$ cat src/rtl/rr_arbiter_32.sv
// Round-robin arbiter over 32 requesters with a registered one-hot grant that
// holds until accepted; lock keeps the grant across multi-beat packets.
module rr_arbiter_32 #(
  parameter int PORT_NUM  = 32,
  parameter int IDX_WIDTH = 5
) (
  input  logic                  clk,
  input  logic                  rst,
  input  logic [PORT_NUM-1:0]   req_i,
  input  logic                  ready_i,
  input  logic                  lock_i,
  output logic [PORT_NUM-1:0]   grant_o,
  output logic                  grant_vld_o,
  output logic [IDX_WIDTH-1:0]  grant_idx_o,
  output logic [IDX_WIDTH-1:0]  ptr_o
);

  typedef enum logic {
    IDLE = 1'b0,
    BUSY = 1'b1
  } state_t;

  state_t                state_q, state_d;
  logic [PORT_NUM-1:0]   grant_q, grant_d;
  logic [IDX_WIDTH-1:0]  idx_q, idx_d;
  logic [IDX_WIDTH-1:0]  ptr_q, ptr_d;

  logic [IDX_WIDTH-1:0]  nextPtr;
  logic [IDX_WIDTH-1:0]  startIdx;
  logic [PORT_NUM-1:0]   maskedReq;
  logic [PORT_NUM-1:0]   candReq;
  logic [PORT_NUM-1:0]   pickOh;
  logic [IDX_WIDTH-1:0]  pickIdx;

  // Circular search: lowest request at or above startIdx, else lowest overall.
  always_comb begin
    nextPtr   = idx_q + IDX_WIDTH'(1);
    startIdx  = (state_q == IDLE) ? ptr_q : nextPtr;
    maskedReq = req_i & ({PORT_NUM{1'b1}} << startIdx);
    candReq   = (maskedReq != '0) ? maskedReq : req_i;
    pickOh    = candReq & (~candReq + PORT_NUM'(1));
    pickIdx   = '0;
    for (int i = 0; i < PORT_NUM; i++) begin
      if (pickOh[i]) begin
        pickIdx = pickIdx | IDX_WIDTH'(i);
      end
    end
  end

  always_comb begin
    state_d = state_q;
    grant_d = grant_q;
    idx_d   = idx_q;
    ptr_d   = ptr_q;
    case (state_q)
      IDLE: begin
        if (req_i != '0) begin
          state_d = BUSY;
          grant_d = pickOh;
          idx_d   = pickIdx;
        end
      end
      BUSY: begin
        // Only an accept without lock ends the packet and moves the pointer.
        if (ready_i && !lock_i) begin
          ptr_d = nextPtr;
          if (req_i != '0) begin
            grant_d = pickOh;
            idx_d   = pickIdx;
          end else begin
            state_d = IDLE;
            grant_d = '0;
            idx_d   = '0;
          end
        end
      end
      default: begin
        state_d = IDLE;
        grant_d = '0;
        idx_d   = '0;
      end
    endcase
  end

  always_ff @(posedge clk or posedge rst) begin
    if (rst) begin
      state_q <= IDLE;
      grant_q <= '0;
      idx_q   <= '0;
      ptr_q   <= '0;
    end else begin
      state_q <= state_d;
      grant_q <= grant_d;
      idx_q   <= idx_d;
      ptr_q   <= ptr_d;
    end
  end

  assign grant_o     = grant_q;
  assign grant_vld_o = (state_q == BUSY);
  assign grant_idx_o = idx_q;
  assign ptr_o       = ptr_q;

endmodule
$ cat config.mk
export PLATFORM = sky130hd
export DESIGN_NAME = rr_arbiter_32
export DESIGN_NICKNAME = d
export VERILOG_FILES = /design/src/rtl/rr_arbiter_32.sv
export SDC_FILE = /design/constraint.sdc
export NUM_CORES = 1
export LEC_CHECK = 0
export CORE_ASPECT_RATIO = 1.1
export CORE_UTILIZATION = 31
export CTS_CLUSTER_DIAMETER = 200
export CTS_CLUSTER_SIZE = 28
export DETAILED_ROUTE_END_ITERATION = 16
export GPL_TIMING_DRIVEN = 1
export MAX_ROUTING_LAYER = met4
export PLACE_DENSITY = 0.58
export SYNTH_ARGS = -nofsm -noshare
export SYNTH_HDL_FRONTEND = slang
export SYNTH_SLANG_ARGS = --single-unit
$ cat constraint.sdc
create_clock -name clk -period 3.7 [get_ports clk]
set_input_delay 0.74 -clock clk [delete_from_list [all_inputs] [get_ports clk]]
set_output_delay 0.74 -clock clk [all_outputs]
set_load 0.03 [all_outputs]
==> results by stage, run 1 <==
Global routing:
- The initial antenna violation count is 0.
- The overall global routing resource usage is around a third.
- The first global-routing pass estimated roughly 30,000 um of wire.
- The sum of overflow across all layers after global routing is 0.
- The pin count of the biggest net entering global routing is 34.
- The via count of the first global-routing pass is roughly 5.3k.

Floorplan:
- The starting density of the core is between 30% and 40%.
- The vertical die dimension is roughly 120 um.
- The horizontal extent of the die is ~110 um.
- The I/O pin total is slightly below 80.
- The initialized floorplan defines a little over 40 standard-cell rows.

Synthesis:
- The async set-reset flop share out of synthesis is 100%.
- For this run, the number of Yosys warnings is 0.
- A synthesized cell averages between 7 and 8 um2.
- The number of nets in the synthesized netlist is 537.
- The biggest area contributor in the post-synthesis netlist is dfrtp_1.
- The sequential fraction of the synthesis area is between 20% and 30%.
- The primary flip-flop cell chosen by synthesis mapping is dfrtp_1.
- The synthesized cell area is between 3000 and 4000 um2.
- After synthesis the netlist holds a flip-flop and latch count of 43.
- In this run, distinct cell masters in the synthesized netlist total 73.
- The cell count after synthesis is 500.
- The count of flip-flops with a built-in enable after synthesis is 0.
- By area the synthesized netlist is led by dfrtp_1, nand2_1, o21ai_0.
- The portion of synthesized cell area occupied by the leading cell type is roughly 28%.

Clock network:
- For this design, the CTS-stage hold fixing added 0 buffers.
- The clock root buffer master is clkbuf_16.
- The number of CTS-inserted buffers is 5.
- The TritonCTS sink count is 43.
- The maximum root-to-sink buffer count is 2.
- CTS built an H-tree with a depth of 2.

Run status:
- The flow did not finish.
- The first error in the log reads "[ERROR DRT-0255] Maze Route cannot find path of net clk in worker of routeBox ( 96600 0 ) ( 107355 48300 )".
- The last stage reached is detailed routing (5_2_route).

Place:
- The number of input and output port buffers inserted is 78.
- The placement-stage worst setup slack is -0.413 ns.
- Detailed placement finished with a half-perimeter wire length of 16,200 um.
- Routability-driven placement finished with a final weighted congestion of roughly 1.1.

Timing:
- When the global-route repair_timing finished, the worst setup path ended at grant_idx_o[4]$_DFFE_PP0P_/D.
- The kind of the worst endpoint is a sequential cell input.
## metrics by stage
| step | cell area, um2 | hold WS (ns) | TNS (ns) | util (%) | instances |
|---|---|---|---|---|---|
| after floorplan | 3860 | 0.656 | -0.224 | - | 500 |
| after global placement | 6360 | 0.465 | -6.14 | 54.3 | 918 |
| after detailed placement | 6360 | 0.469 | -5.66 | 54.3 | 918 |
| after CTS | 6800 | 0.488 | -1.67 | 58.1 | 932 |
| after global routing | 7040 | 0.520 | -4.57 | 60.2 | 939 |
## per-layer routing
metal and global-route usage (%):
met3 2.60, met4 18.8, met5 -, met2 52.4, met1 39.3
## synthesized netlist by cell type, types with 7 or more instances
master	count
nand2_1	71
o21ai_0	47
nand3_1	44
dfrtp_1	43
nor2_1	32
a21oi_1	29
nor3_1	20
clkbuf_1	13
o31ai_1	9
and3_1	8
buf_2	8
nor2b_1	8
nor4_1	8
nand2b_1	7
or2_2	7
## cells by family after synthesis
group	count (synthesis)	synth area share (%)
simple gates	248	33.7
xor+xnor	3	0.694
compound gates	164	30.3
buf+inv	32	3.83
fa+ha+maj	1	0.331
flops	43	28.4
mux	9	2.71
## what timing repair did
action | 4_1_cts | 5_1_grt
buffers inserted | 6 | 6
cloned | 1 | 1
resized for setup | 48 | 43
setup endpoints to repair | 24 | 25
pin swaps | 13 | 16
==> inputs of run 2 (changes only) <==
==> config.mk (replaced) <==
export PLATFORM = sky130hd
export DESIGN_NAME = rr_arbiter_32
export DESIGN_NICKNAME = d
export VERILOG_FILES = /design/src/rtl/rr_arbiter_32.sv
export SDC_FILE = /design/constraint.sdc
export NUM_CORES = 1
export LEC_CHECK = 0
export CORE_UTILIZATION = 20
export DETAILED_ROUTE_END_ITERATION = 16
export GPL_TIMING_DRIVEN = 1
export PLACE_DENSITY_LB_ADDON = 0.15
export SYNTH_ARGS = -nofsm -noshare
export SYNTH_HDL_FRONTEND = slang
export SYNTH_SLANG_ARGS = --single-unit
==> constraint.sdc (replaced) <==
create_clock -name clk -period 4.8 [get_ports clk]
set_input_delay 0.96 -clock clk [delete_from_list [all_inputs] [get_ports clk]]
set_output_delay 0.96 -clock clk [all_outputs]
set_load 0.03 [all_outputs]
==> run 2 against run 1 <==
Compared with the run above:
- synthesized area is the same
- global-route usage shrank 13 points
- the run now ends clean
- synthesized cell count is the same
==> results by stage, run 2 <==
Setup path:
- The kind of capture point of the worst setup path is a flip-flop.
- The critical path start-end classification is reg -> reg.
- The signal on the critical path passes through ha_1 > xnor2_2 > buf_4 > a21oi_1 > nand3_1 > a22oi_1 > a32oi_1 > buf_4 > or4_1 > buf_12 > a311oi_1 > nor3_1 > buf_4 > a221oi_2 > a41oi_1.
- The data arrival time of the worst path is 4.85 ns.
- In this design, the critical path's most frequently occurring cell is buf_4.
- The worst-path cell with the longest stage delay is or4_1.
- In this design, the stage delay of the slowest critical-path cell is a little under 0.6 ns.
- STA classifies the critical path startpoint as a flip-flop.
- Data on the critical path is required at its endpoint by about 5 ns.
- In this run the worst path has a maximum fanout of 23.

Finish:
- Cells with a size suffix above 1 make up approximately 15% of the layout.
- For this run, the number of standard cells in the final layout without fillers is between 800 and 900.
- In the layout the commonest cells are clkdlybuf4s50_1, nand2_1, buf_4.
- The register with the most flip-flops in the layout has 32 of them.
- In the final design database the tool counted between 600 and 700 nets.
- The area overhead of the layout relative to synthesis is 42.5%.
- The most common cell after layout, fill and taps aside is clkdlybuf4s50_1.

Clock network:
- The post-CTS repair timing setup buffer count is 0 (-6).
- The number of CTS-inserted buffers is 5 (unchanged).
- The clock-pin slew on the worst setup and hold paths is around 0.060 ns.
- The post-CTS resize count is 0 (-100%).
- The clock root buffer master is clkbuf_16.
- The total of hold buffers inserted after clock tree synthesis is 0 (unchanged).
- The TritonCTS clock tree is done.
- The TritonCTS sink count came to 43 (unchanged).
- The insertion delay of the later-clocked pin in the worst-skew pair is 0.29 ns.
- The maximum root-to-sink buffer count is 2 (unchanged).
- The maximum level of the CTS H-tree is 2 (unchanged).

Synthesis:
- The synthesized cell area is 3780 um2 (unchanged).
- The dominant cell type by area after synthesis is dfrtp_1.
- The net count after synthesis came to 537 (unchanged).
- The sequential fraction of the synthesis area is 28.4% (unchanged).
- The async set-reset flop share out of synthesis is 100% (unchanged).
- The portion of synthesized cell area occupied by the leading cell type is 28.4% (unchanged).
- By count the netlist is led by nand2_1, o21ai_0, nand3_1, dfrtp_1, nor2_1.
- The distinct cell type count after synthesis is 73 (unchanged).
- The cell count after synthesis is 500 (unchanged).
- The mean cell area of the mapped netlist was 7.57 um2 (unchanged).
- By area the synthesized netlist is led by dfrtp_1, nand2_1, o21ai_0.
- The count of flip-flops with a built-in enable after synthesis is 0 (unchanged).
- The primary flip-flop cell chosen by synthesis mapping is dfrtp_1.
- The number of flip-flops and latches in the synthesized netlist was 43 (unchanged).
- The number of synthesis warnings is 0 (unchanged).
- nand2_1 is the most common cell in the netlist.

Routing:
- The overall routed net length is roughly 19,000 um.
- The count of TritonRoute iterations in the first routing pass is 6.
- The remaining antenna violation count is 0.
- The via count is between 4k and 5k.
- Using the TritonRoute via totals, the vias-per-cell ratio works out to 5.46.
- The post-detailed-route wirelength per cell is 22.0 um.
- The remaining routing DRC violations is 0.
- For this block, the initial DRC count from the detailed router was approximately 330.

Floorplan:
- The vertical die dimension came to 140 um (+18%).
- The starting density of the core is 20.7% (-12 points).
- The total number of placement rows was 49 (+20%).
- The I/O pin total was 79 (unchanged).
- The horizontal extent of the die was 140 um (+30%).
- The area of the core is about 18,000 um2.
- The area enclosed by the die boundary is 19,500 um2.

Power:
- The share of power burned in combinational logic is ~64%.
- Across the VDD grid, the largest voltage drop is about 130 uV.
- Registers are responsible for between 20% and 30% of the overall power.
- The static leakage power is about 2.2 nW.
- For this design the ratio of total power to cell area is roughly 420 nW/um2.
- In this run the power spent charging and discharging nets is between 1 and 1.5 mW.
- The internal portion of total power is 1.15 mW.
- The switching share of total power is 49.1%.
- The share of total power dissipated in the clock network is 15.1%.

Place:
- The number of placed cells counting well taps was 845 (-8.0%).
- The number of input and output port buffers inserted is 78 (unchanged).
- The placed wire-length estimate is 15,400 um (-4.7%).
- The routability-driven placement congestion ratio came to 0.921 (-19%).

Global routing:
- The via count of the first global-routing pass was 4,587 (-14%).
- The pin count of the biggest net entering global routing came to 44 (+29%).
- The global-route wire length before repair is 28,500 um (-5.0%).
- The initial antenna violation count is 1 (+1).
- The met3 capacity usage during global routing was 2.62% (+0.013 points).
- The overall global routing resource usage is 19.5% (-13 points).
- The met1 layer usage reported by global route is 27.1% (-12 points).
- The most crowded layer after global routing is met2.
- The met2 global-route usage is 29.6% (-23 points).
- The sum of overflow across all layers after global routing was 0 (unchanged).

Worst hold path:
- The path type of the worst min-delay path is reg -> reg.

Timing:
- At the pin with the least slew margin, the transition time is ~0.77 ns.
- The top achievable clock speed is roughly 0.21 GHz.
- Setup repair after global routing left no endpoint under its margin.
- Setup violations remaining at the end of the flow were counted as 0.
- The worst pin sits at a relative slew slack of approximately 50%.
- The post-route minimum period is between 4 and 5 ns.
- Summed over all failing endpoints, the final setup total negative slack is 0 ns.
- The number of endpoints with negative hold slack in the final report is 0.
- The number of max-slew violations in the final report is 0.
- The clock skew after layout is ~0.0033 ns.
- After layout, the worst path uses approximately 98% of the clock period.

Run status:
- The run finished with clean final reports.

Flow run:
- The max-capacitance violation count is 0.
==> run 2: cell counts after synthesis <==
Identical to the previous run, type by type.
==> run 2: cell type report <==
cell class / count / area, um2
fillers: 2003 / 12900
flip-flops and latches: 43 / 1080
clock buffers: 6 / 129
diodes: 1 / 2.50
repair buffers: 142 / 1290
clock inverters: 2 / 12.5
well taps: 229 / 287
inverters: 6 / 22.5
multi-input cells: 425 / 2580
==> run 2: power by group through the flow <==
stage                     registers, mW  clock network (mW)  logic, mW
after floorplan                   0.552                   0      0.680
after global placement            0.478                   0       1.43
after detailed placement          0.478                   0       1.41
after CTS                         0.473               0.352       1.41
after global routing              0.479               0.364       1.53
final                             0.472               0.340       1.44
==> run 2: critical path, delay by kind of cell, from the launching register on <==
kind	cells	cell delay, ns
AO/OA/AOI/OAI	6	1.82
XOR/XNOR	1	0.28
adder cells (fa/ha/maj)	1	0.25
buffers and inverters	4	0.82
flip-flops	1	0.46
AND/OR/NAND/NOR	3	0.93
==> run 2: metrics by stage <==
stage / hold WS [ns] / setup slack [ns] / power, mW / util [%] / instance area, um2
global route: 0.527 / 0.00266 / 2.38 / 29.5 / 5390
floorplan: 0.656 / 0.718 / 1.23 / - / 3780
CTS: 0.496 / 0.0352 / 2.24 / 29.5 / 5390
global placement: 0.481 / 0.0559 / 1.91 / 28.7 / 5240
detailed placement: 0.482 / 0.0797 / 1.89 / 28.7 / 5240
finish: 0.491 / 0.0863 / 2.25 / 29.5 / 5400
==> run 2: cells by family (layout without fill, tap and decap cells) <==
logic type               after synthesis  after routing  synth area share [%]
flip-flops                            43             43                  28.4
other                                  0              1                     0
multiplexers                           9              9                  2.71
AO/OA/AOI/OAI                        164            164                  30.3
XOR/XNOR                               3              3                 0.694
AND/OR/NAND/NOR                      248            248                  33.7
adder cells (fa/ha/maj)                1              1                 0.331
buffers and inverters                 32            156                  3.83
==> run 2: final timing paths <==
path,cells past startpoint,slack (ns),startpoint,to
setup / recovery,15,0.09,grant_idx_o[1],grant_idx_o[4]
hold / removal,2,0.49,grant_o[28],grant_o[28]
setup reg to reg,15,0.09,grant_idx_o[1],grant_idx_o[4]
hold reg to reg,2,0.49,grant_o[28],grant_o[28]
max in group asynchronous,3,3.29,rst,ptr_o[4]
min in group asynchronous,3,1.12,rst,grant_o[15]
==> run 2: per-layer routing <==
layer	up-vias	share of wire, %	wire, um
met4	0	4.4	822
met1	2228	46	8680
met5	-	0	0
met2	226	43	8140
met3	39	6.2	1170
li1	2167	-	-
Note: power is estimated with default switching activity, not from simulation.
==> inputs of run 3 (changes only) <==
--- a/config.mk
+++ b/config.mk
@@ -6,6 +6,7 @@
 export NUM_CORES = 1
 export LEC_CHECK = 0
 export CORE_UTILIZATION = 20
+export CTS_BUF_LIST = sky130_fd_sc_hd__clkbuf_2 sky130_fd_sc_hd__clkbuf_4 sky130_fd_sc_hd__clkbuf_8
 export DETAILED_ROUTE_END_ITERATION = 16
 export GPL_TIMING_DRIVEN = 1
 export PLACE_DENSITY_LB_ADDON = 0.15
==> run 3 against run 2 <==
Compared with the run above:
- wire length hardly changed
- clock power is 28% lower
- count of clock-buffer cells in the layout stayed put
- clock skew is 0.0027 ns higher
- via count is 1.2% higher
- sequential share of layout area is 0.21 points higher
- cell area is 1.0% lower
- flip-flop and latch count stayed put
- highest routed layer unchanged
==> results by stage, run 3 (same netlist as run 2, synthesis figures left out) <==
Timing:
- The clock skew after layout was 0.00599 ns (+0.00269 ns).
- The final hold slack is 0.496 ns (+0.00516 ns).
- Setup repair after global routing left no endpoint under its margin.
- The accumulated negative setup slack came to 0 ns (unchanged).
- The number of max-slew violations in the final report came to 0 (unchanged).
- The top achievable clock speed came to 0.213 GHz (+0.27%).
- The setup slack of the critical path after layout is 0.0988 ns (+0.0125 ns).
- The number of endpoints failing setup at the final stage came to 0 (unchanged).
- The transition time of the tightest slew-check pin is 0.769 ns (+0.000165 ns).
- The post-route minimum period came to 4.70 ns (-0.0125 ns).
- The number of endpoints with negative hold slack in the final report was 0 (unchanged).
- The tightest slew margin relative to the limit was 48.8% (about the same).
- The period utilization is 97.9% (-0.26 points).

Routing:
- The violation count after the first detailed-routing iteration is 455 (+37%).
- The count of TritonRoute iterations in the first routing pass is 5 (-1).
- The remaining antenna violation count is 0 (unchanged).
- The average vias per placed instance is 5.53 (+1.3%).
- The post-detailed-route wirelength per cell is 22.1 um (+0.20%).
- The via count is 4,715 (+1.2%).
- The overall routed net length is 18,800 um (about the same).
- The remaining routing DRC violations is 0 (unchanged).

Setup path:
- The kind of launch point of the worst setup path is a flip-flop.
- STA classifies the critical path endpoint as a flip-flop.
- The critical path start-end classification is reg -> reg.
- The critical path required time is 4.96 ns (+0.02 ns).
- The maximum fanout along the worst path is 23 (unchanged).
- The data arrival time of the worst path is 4.86 ns (about the same).

Clock network:
- The maximum root-to-sink buffer count was 2 (unchanged).
- The TritonCTS sink count came to 43 (unchanged).
- The maximum level of the CTS H-tree was 2 (unchanged).
- The clock root buffer master is clkbuf_8.
- The total of hold buffers inserted after clock tree synthesis is 0 (unchanged).
- The TritonCTS clock tree is done.
- The insertion delay of the later-clocked pin in the worst-skew pair is 0.30 ns (about the same).
- The number of CTS-inserted buffers came to 5 (unchanged).
- The clock-pin slew on the worst setup and hold paths is 0.09 ns (+0.03 ns).
- The post-CTS repair timing setup buffer count is 0 (unchanged).

Finish:
- The net count reported at finish is 660 (unchanged).
- The finished layout cell area is 5340 um2 (-1.0%).
- The non-filler instance count after layout is 853 (-0.12%).
- The flip-flop count of the largest register after layout was 32 (unchanged).
- The share of the core filled with cells in the final layout was 29.2% (-0.30 points).
- The antenna diode instance count is 0 (-1).
- In the layout the commonest cells are clkdlybuf4s50_1, nand2_1, buf_4.
- The fraction of final layout cells with drive strength greater than 1 is 14.9% (+0.16 points).
- The library cell used most frequently in the layout, excluding fill and tap cells, is clkdlybuf4s50_1.
- The area overhead of the layout relative to synthesis is 41.1%.

Power:
- The part of the total power dissipated in the clock network is 11.3% (-3.8 points).
- The total design power was 2.16 mW (-4.3%).
- The switching component of the power is 1.09 mW (-1.0%).
- The ratio of total power to cell area is 404 nW/um2 (-3.3%).
- The share of power burned in combinational logic came to 66.8% (+2.8 points).
- The static leakage power is 2.17 nW (-1.0%).
- The peak supply drop was 121 uV (-6.5%).
- The switching share of total power is 50.7% (+1.7 points).
- The sequential share of power is 21.8% (+0.9 points).
- The internal portion of total power is 1.06 mW (-7.4%).

Floorplan:
- The starting density of the core is 20.7% (unchanged).
- The horizontal extent of the die is 140 um (unchanged).
- The area enclosed by the die boundary came to 19,500 um2 (unchanged).
- The total number of placement rows is 49 (unchanged).
- The vertical die dimension is 140 um (unchanged).
- The I/O pin total was 79 (unchanged).
- The area of the core is 18,300 um2 (unchanged).

Run status:
- The flow ran to the end, and the final reports show no timing, DRC or antenna violations.

Place:
- The placement-stage worst setup slack was 0.0797 ns (unchanged).
- The number of input and output port buffers inserted is 78 (unchanged).
- The total cell area at the placement stage was 5240 um2 (unchanged).
- The number of placed cells counting well taps is 845 (unchanged).
- The routability-driven placement congestion ratio came to 0.921 (unchanged).
- The placed wire-length estimate is 15,400 um (unchanged).

Worst hold path:
- In this run the worst hold path is classified as reg -> reg.

Global routing:
- The via count of the first global-routing pass came to 4,593 (+0.13%).
- The sum of overflow across all layers after global routing is 0 (unchanged).
- The global-route wire length before repair was 28,500 um (about the same).
- The pin count of the biggest net entering global routing was 44 (unchanged).
- The initial antenna violation count is 0 (-1).
- The overall global routing resource usage is 19.4% (-0.15 points).

Flow run:
- The max-capacitance violation count came to 0 (unchanged).
-- run 3: layout make-up --
cell class / instances / area (um2)
fill: 2015 / 12900
multi-input combinational: 425 / 2580
timing repair buffer: 142 / 1290
sequential: 43 / 1080
tap: 229 / 287
clock buffer: 6 / 76.3
inverter: 6 / 22.5
clock inverter: 2 / 12.5
-- run 3: critical path, stage by stage, from the launching register on --
cell and delay, ns:
dfrtp_1 0.47, ha_1 0.25, xnor2_2 0.28, buf_4 0.23
a21oi_1 0.30, nand3_1 0.25, a22oi_1 0.34, a32oi_1 0.15
buf_4 0.18, or4_1 0.58, buf_12 0.20, a311oi_1 0.46
nor3_1 0.10, buf_4 0.20, a221oi_2 0.36, a41oi_1 0.19
-- run 3: per-layer routing --
layer,wire length (um),GRT usage (%)
met1,8600,27.1
met2,8280,30.7
met3,1310,2.24
met4,649,7.00
met5,0,0
-- run 3: final timing paths --
path / from / end / slack [ns] / depth (start not counted)
max: grant_idx_o[1] / grant_idx_o[4] / 0.1 / 15
min: grant_o[28] / grant_o[28] / 0.50 / 2
max reg2reg: grant_idx_o[1] / grant_idx_o[4] / 0.1 / 15
min reg2reg: grant_o[28] / grant_o[28] / 0.50 / 2
max in group asynchronous: rst / ptr_o[4] / 3.30 / 3
min in group asynchronous: rst / grant_o[12] / 1.11 / 3
-- run 3: repair_timing --
action	CTS	global route
resized for setup	0	2
endpoints found under the setup margin	0	6
endpoints found under the hold margin	0	0
-- run 3: power by group through the flow --
stage,combinational (mW),sequential [mW],clock [mW]
floorplan,0.680,0.552,0
global placement,1.43,0.478,0
detailed placement,1.41,0.478,0
CTS,1.41,0.472,0.254
global route,1.53,0.478,0.265
finish,1.44,0.471,0.244
==> inputs of run 4 (changes only) <==
--- a/config.mk
+++ b/config.mk
@@ -9,7 +9,7 @@
 export CTS_BUF_LIST = sky130_fd_sc_hd__clkbuf_2 sky130_fd_sc_hd__clkbuf_4 sky130_fd_sc_hd__clkbuf_8
 export DETAILED_ROUTE_END_ITERATION = 16
 export GPL_TIMING_DRIVEN = 1
-export PLACE_DENSITY_LB_ADDON = 0.15
+export PLACE_DENSITY = 0.36
 export SYNTH_ARGS = -nofsm -noshare
 export SYNTH_HDL_FRONTEND = slang
 export SYNTH_SLANG_ARGS = --single-unit
==> run 4 against run 3 <==
Compared with the run above:
- utilization grew 2.4 points
- via count grew 2.6%
- die area is the same
- sequential share of layout area shrank 1.5 points
- largest cell class unchanged
- worst setup slack gained 0.077 ns
- sequential power shrank 1%
- clock skew grew 0.0044 ns
==> results by stage, run 4 (same netlist as run 2, synthesis figures left out) <==
Run status:
- The flow ran to the end, and the final reports show no timing, DRC or antenna violations.

Finish:
- The area growth from synthesis to layout is 52.5%.
- The fraction of final layout cells with drive strength greater than 1 came to 21.7% (+6.8 points).
- The antenna diode instance count is 0 (unchanged).
- The number of inserted filler cells in the final layout is 1,995 (-0.99%).
- The share of the core filled with cells in the final layout was 31.6% (+2.4 points).
- The non-filler instance count after layout is 906 (+6.2%).
- The net count reported at finish was 713 (+8.0%).
- The finished layout cell area is 5770 um2 (+8.1%).
- Leaving out fill and tap cells, the most frequent cells in the layout are buf_4, clkdlybuf4s50_1, nand2_1.
- The flip-flop count of the largest register after layout came to 32 (unchanged).
- The library cell used most frequently in the layout, excluding fill and tap cells, is buf_4.

Setup path:
- STA classifies the critical path endpoint as a flip-flop.
- The capture point of the critical path is grant_idx_o[3].
- The worst-path cell with the longest stage delay is nor4_1.
- The maximum fanout along the worst path was 12 (-48%).
- The depth of the worst register-to-register path came to 15 (unchanged).
- The capture point of the worst reg-to-reg path is grant_idx_o[3].
- The largest stage delay on the critical path is 0.70 ns (+0.12 ns).
- The slack of the worst reg-to-reg path was 0.18 ns (+0.08 ns).
- The kind of launch point of the worst setup path is a flip-flop.
- In this run the critical register-to-register path is launched from grant_idx_o[0].
- The cell with the most instances on the worst path is buf_4.
- The critical path is of the reg -> reg type.
- The launching instance or port of the critical path is grant_idx_o[0].
- The critical path required time came to 4.99 ns (+0.03 ns).
- The data arrival time of the worst path is 4.81 ns (-0.05 ns).
- Traced cell by cell, the critical path runs through buf_4 > and3_1 > mux2i_1 > buf_4 > o211ai_1 > a22oi_1 > a32oi_1 > buf_4 > buf_4 > nor4_1 > o32ai_1 > o211a_1 > or4_4 > a21oi_1 > a41oi_2.

Clock network:
- The TritonCTS clock tree is done.
- The TritonCTS sink count was 43 (unchanged).
- The clock root buffer master is clkbuf_8.
- The maximum root-to-sink buffer count came to 2 (unchanged).
- The maximum level of the CTS H-tree is 2 (unchanged).
- The insertion delay of the later-clocked pin in the worst-skew pair came to 0.31 ns (about the same).
- The total of hold buffers inserted after clock tree synthesis is 0 (unchanged).
- The number of CTS-inserted buffers came to 5 (unchanged).
- The clock-pin slew on the worst setup and hold paths is 0.09 ns (about the same).

Floorplan:
- The horizontal extent of the die is 140 um (unchanged).
- The total number of placement rows was 49 (unchanged).
- The I/O pin total was 79 (unchanged).
- The area of the core is 18,300 um2 (unchanged).
- The vertical die dimension is 140 um (unchanged).
- The area enclosed by the die boundary is 19,500 um2 (unchanged).
- The starting density of the core is 20.7% (unchanged).

Global routing:
- The pin count of the biggest net entering global routing is 44 (unchanged).
- The sum of overflow across all layers after global routing was 0 (unchanged).
- The initial antenna violation count is 0 (unchanged).
- The global-route wire length before repair is 30,000 um (+5.2%).
- The overall global routing resource usage is 20.5% (+1.1 points).
- The via count of the first global-routing pass is 4,715 (+2.7%).

Timing:
- The period utilization came to 96.3% (-1.6 points).
- The number of endpoints with negative hold slack in the final report is 0 (unchanged).
- The top achievable clock speed is 0.216 GHz (+1.7%).
- The transition time of the tightest slew-check pin is 0.871 ns (+0.102 ns).
- The final hold slack was 0.495 ns (-0.000911 ns).
- Setup repair after global routing left no endpoint under its margin.
- The tightest slew margin relative to the limit is 41.9% (-6.8 points).
- The setup slack of the critical path after layout is 0.176 ns (+0.0772 ns).
- The number of max-slew violations in the final report is 0 (unchanged).
- The accumulated negative setup slack is 0 ns (unchanged).
- The number of endpoints failing setup at the final stage is 0 (unchanged).
- The clock skew after layout was 0.0104 ns (+0.00439 ns).
- The post-route minimum period came to 4.62 ns (-0.0772 ns).

Power:
- The switching component of the power is 1.14 mW (+4.4%).
- The share of power burned in combinational logic was 67.8% (+1.0 points).
- The static leakage power came to 2.44 nW (+12%).
- The total design power was 2.39 mW (+11%).
- The switching share of total power is 47.7% (-3.0 points).
- The sequential share of power is 19.4% (-2.4 points).
- The internal portion of total power is 1.25 mW (+18%).
- The peak supply drop was 115 uV (-4.9%).
- The ratio of total power to cell area was 415 nW/um2 (+2.7%).
- The part of the total power dissipated in the clock network was 12.8% (+1.5 points).

Routing:
- The remaining routing DRC violations is 0 (unchanged).
- The violation count after the first detailed-routing iteration is 427 (-6.2%).
- The post-detailed-route wirelength per cell came to 21.9 um (-0.76%).
- The overall routed net length is 19,900 um (+5.4%).
- The remaining antenna violation count is 0 (unchanged).
- The count of TritonRoute iterations in the first routing pass is 6 (+1).
- The via count came to 4,838 (+2.6%).
- The average vias per placed instance is 5.34 (-3.4%).

Place:
- The total cell area at the placement stage is 5600 um2 (+6.8%).
- The placed wire-length estimate is 16,300 um (+5.7%).
- The number of placed cells counting well taps was 894 (+5.8%).
- The routability-driven placement congestion ratio was 0.934 (+1.5%).
- The placement-stage worst setup slack is -0.00834 ns (-0.0880 ns).
- The number of input and output port buffers inserted is 78 (unchanged).

Flow run:
- The max-capacitance violation count is 0 (unchanged).

Worst hold path:
- The worst hold path belongs to the class reg -> reg.
run 4: routing by layer:
metal / share of wire (%) / track usage, % / up-vias / wire, um
met3: 5.3 / 2.55 / 36 / 1050
met2: 46 / 33.1 / 217 / 9030
met4: 3.1 / 7.23 / 0 / 615
met5: 0 / 0 / - / 0
met1: 46 / 28.1 / 2299 / 9160
li1: - / - / 2286 / -
run 4: worst min path at each step:
stage	startpoint	to	slack, ns	cells after the start
CTS	grant_o[29]	grant_o[29]	0.51	2
floorplan	grant_o[22]	grant_o[22]	0.66	2
finish	grant_o[26]	grant_o[26]	0.50	2
global route	grant_o[29]	grant_o[29]	0.52	2
global placement	grant_o[29]	grant_o[29]	0.48	2
detailed placement	grant_o[29]	grant_o[29]	0.49	2
run 4: what timing repair did:
| action | in CTS | in global routing |
|---|---|---|
| gates resized for setup | 0 | 3 |
| endpoints found under the setup margin | 0 | 12 |
| setup buffers | 0 | 4 |
| endpoints found under the hold margin | 0 | 0 |
run 4: power groups by stage:
stage                     Sequential, mW  Clock [mW]  Combinational [mW]
after global placement             0.472           0                1.61
after CTS                          0.466       0.317                1.60
after global routing               0.473       0.335                1.73
after detailed placement           0.472           0                1.59
after floorplan                    0.552           0               0.680
final                              0.465       0.307                1.62
run 4: area by class of cell:
| cell class | count | area, um2 | share of cell area, % |
|---|---|---|---|
| inverters | 6 | 22.5 | 0.390 |
| well taps | 229 | 287 | 4.96 |
| flip-flops and latches | 43 | 1080 | 18.6 |
| clock buffers | 6 | 82.6 | 1.43 |
| clock inverters | 2 | 35.0 | 0.607 |
| multi-input cells | 425 | 2600 | 45.0 |
| repair buffers | 195 | 1670 | 29.0 |
run 4: critical path: cells and delay by family (launching register included):
family                 cells  cell delay [ns]
AO/OA/AOI/OAI              7             1.68
multiplexers               1             0.23
AND/OR/NAND/NOR            3             1.47
flip-flops                 1             0.38
buffers and inverters      4             0.74
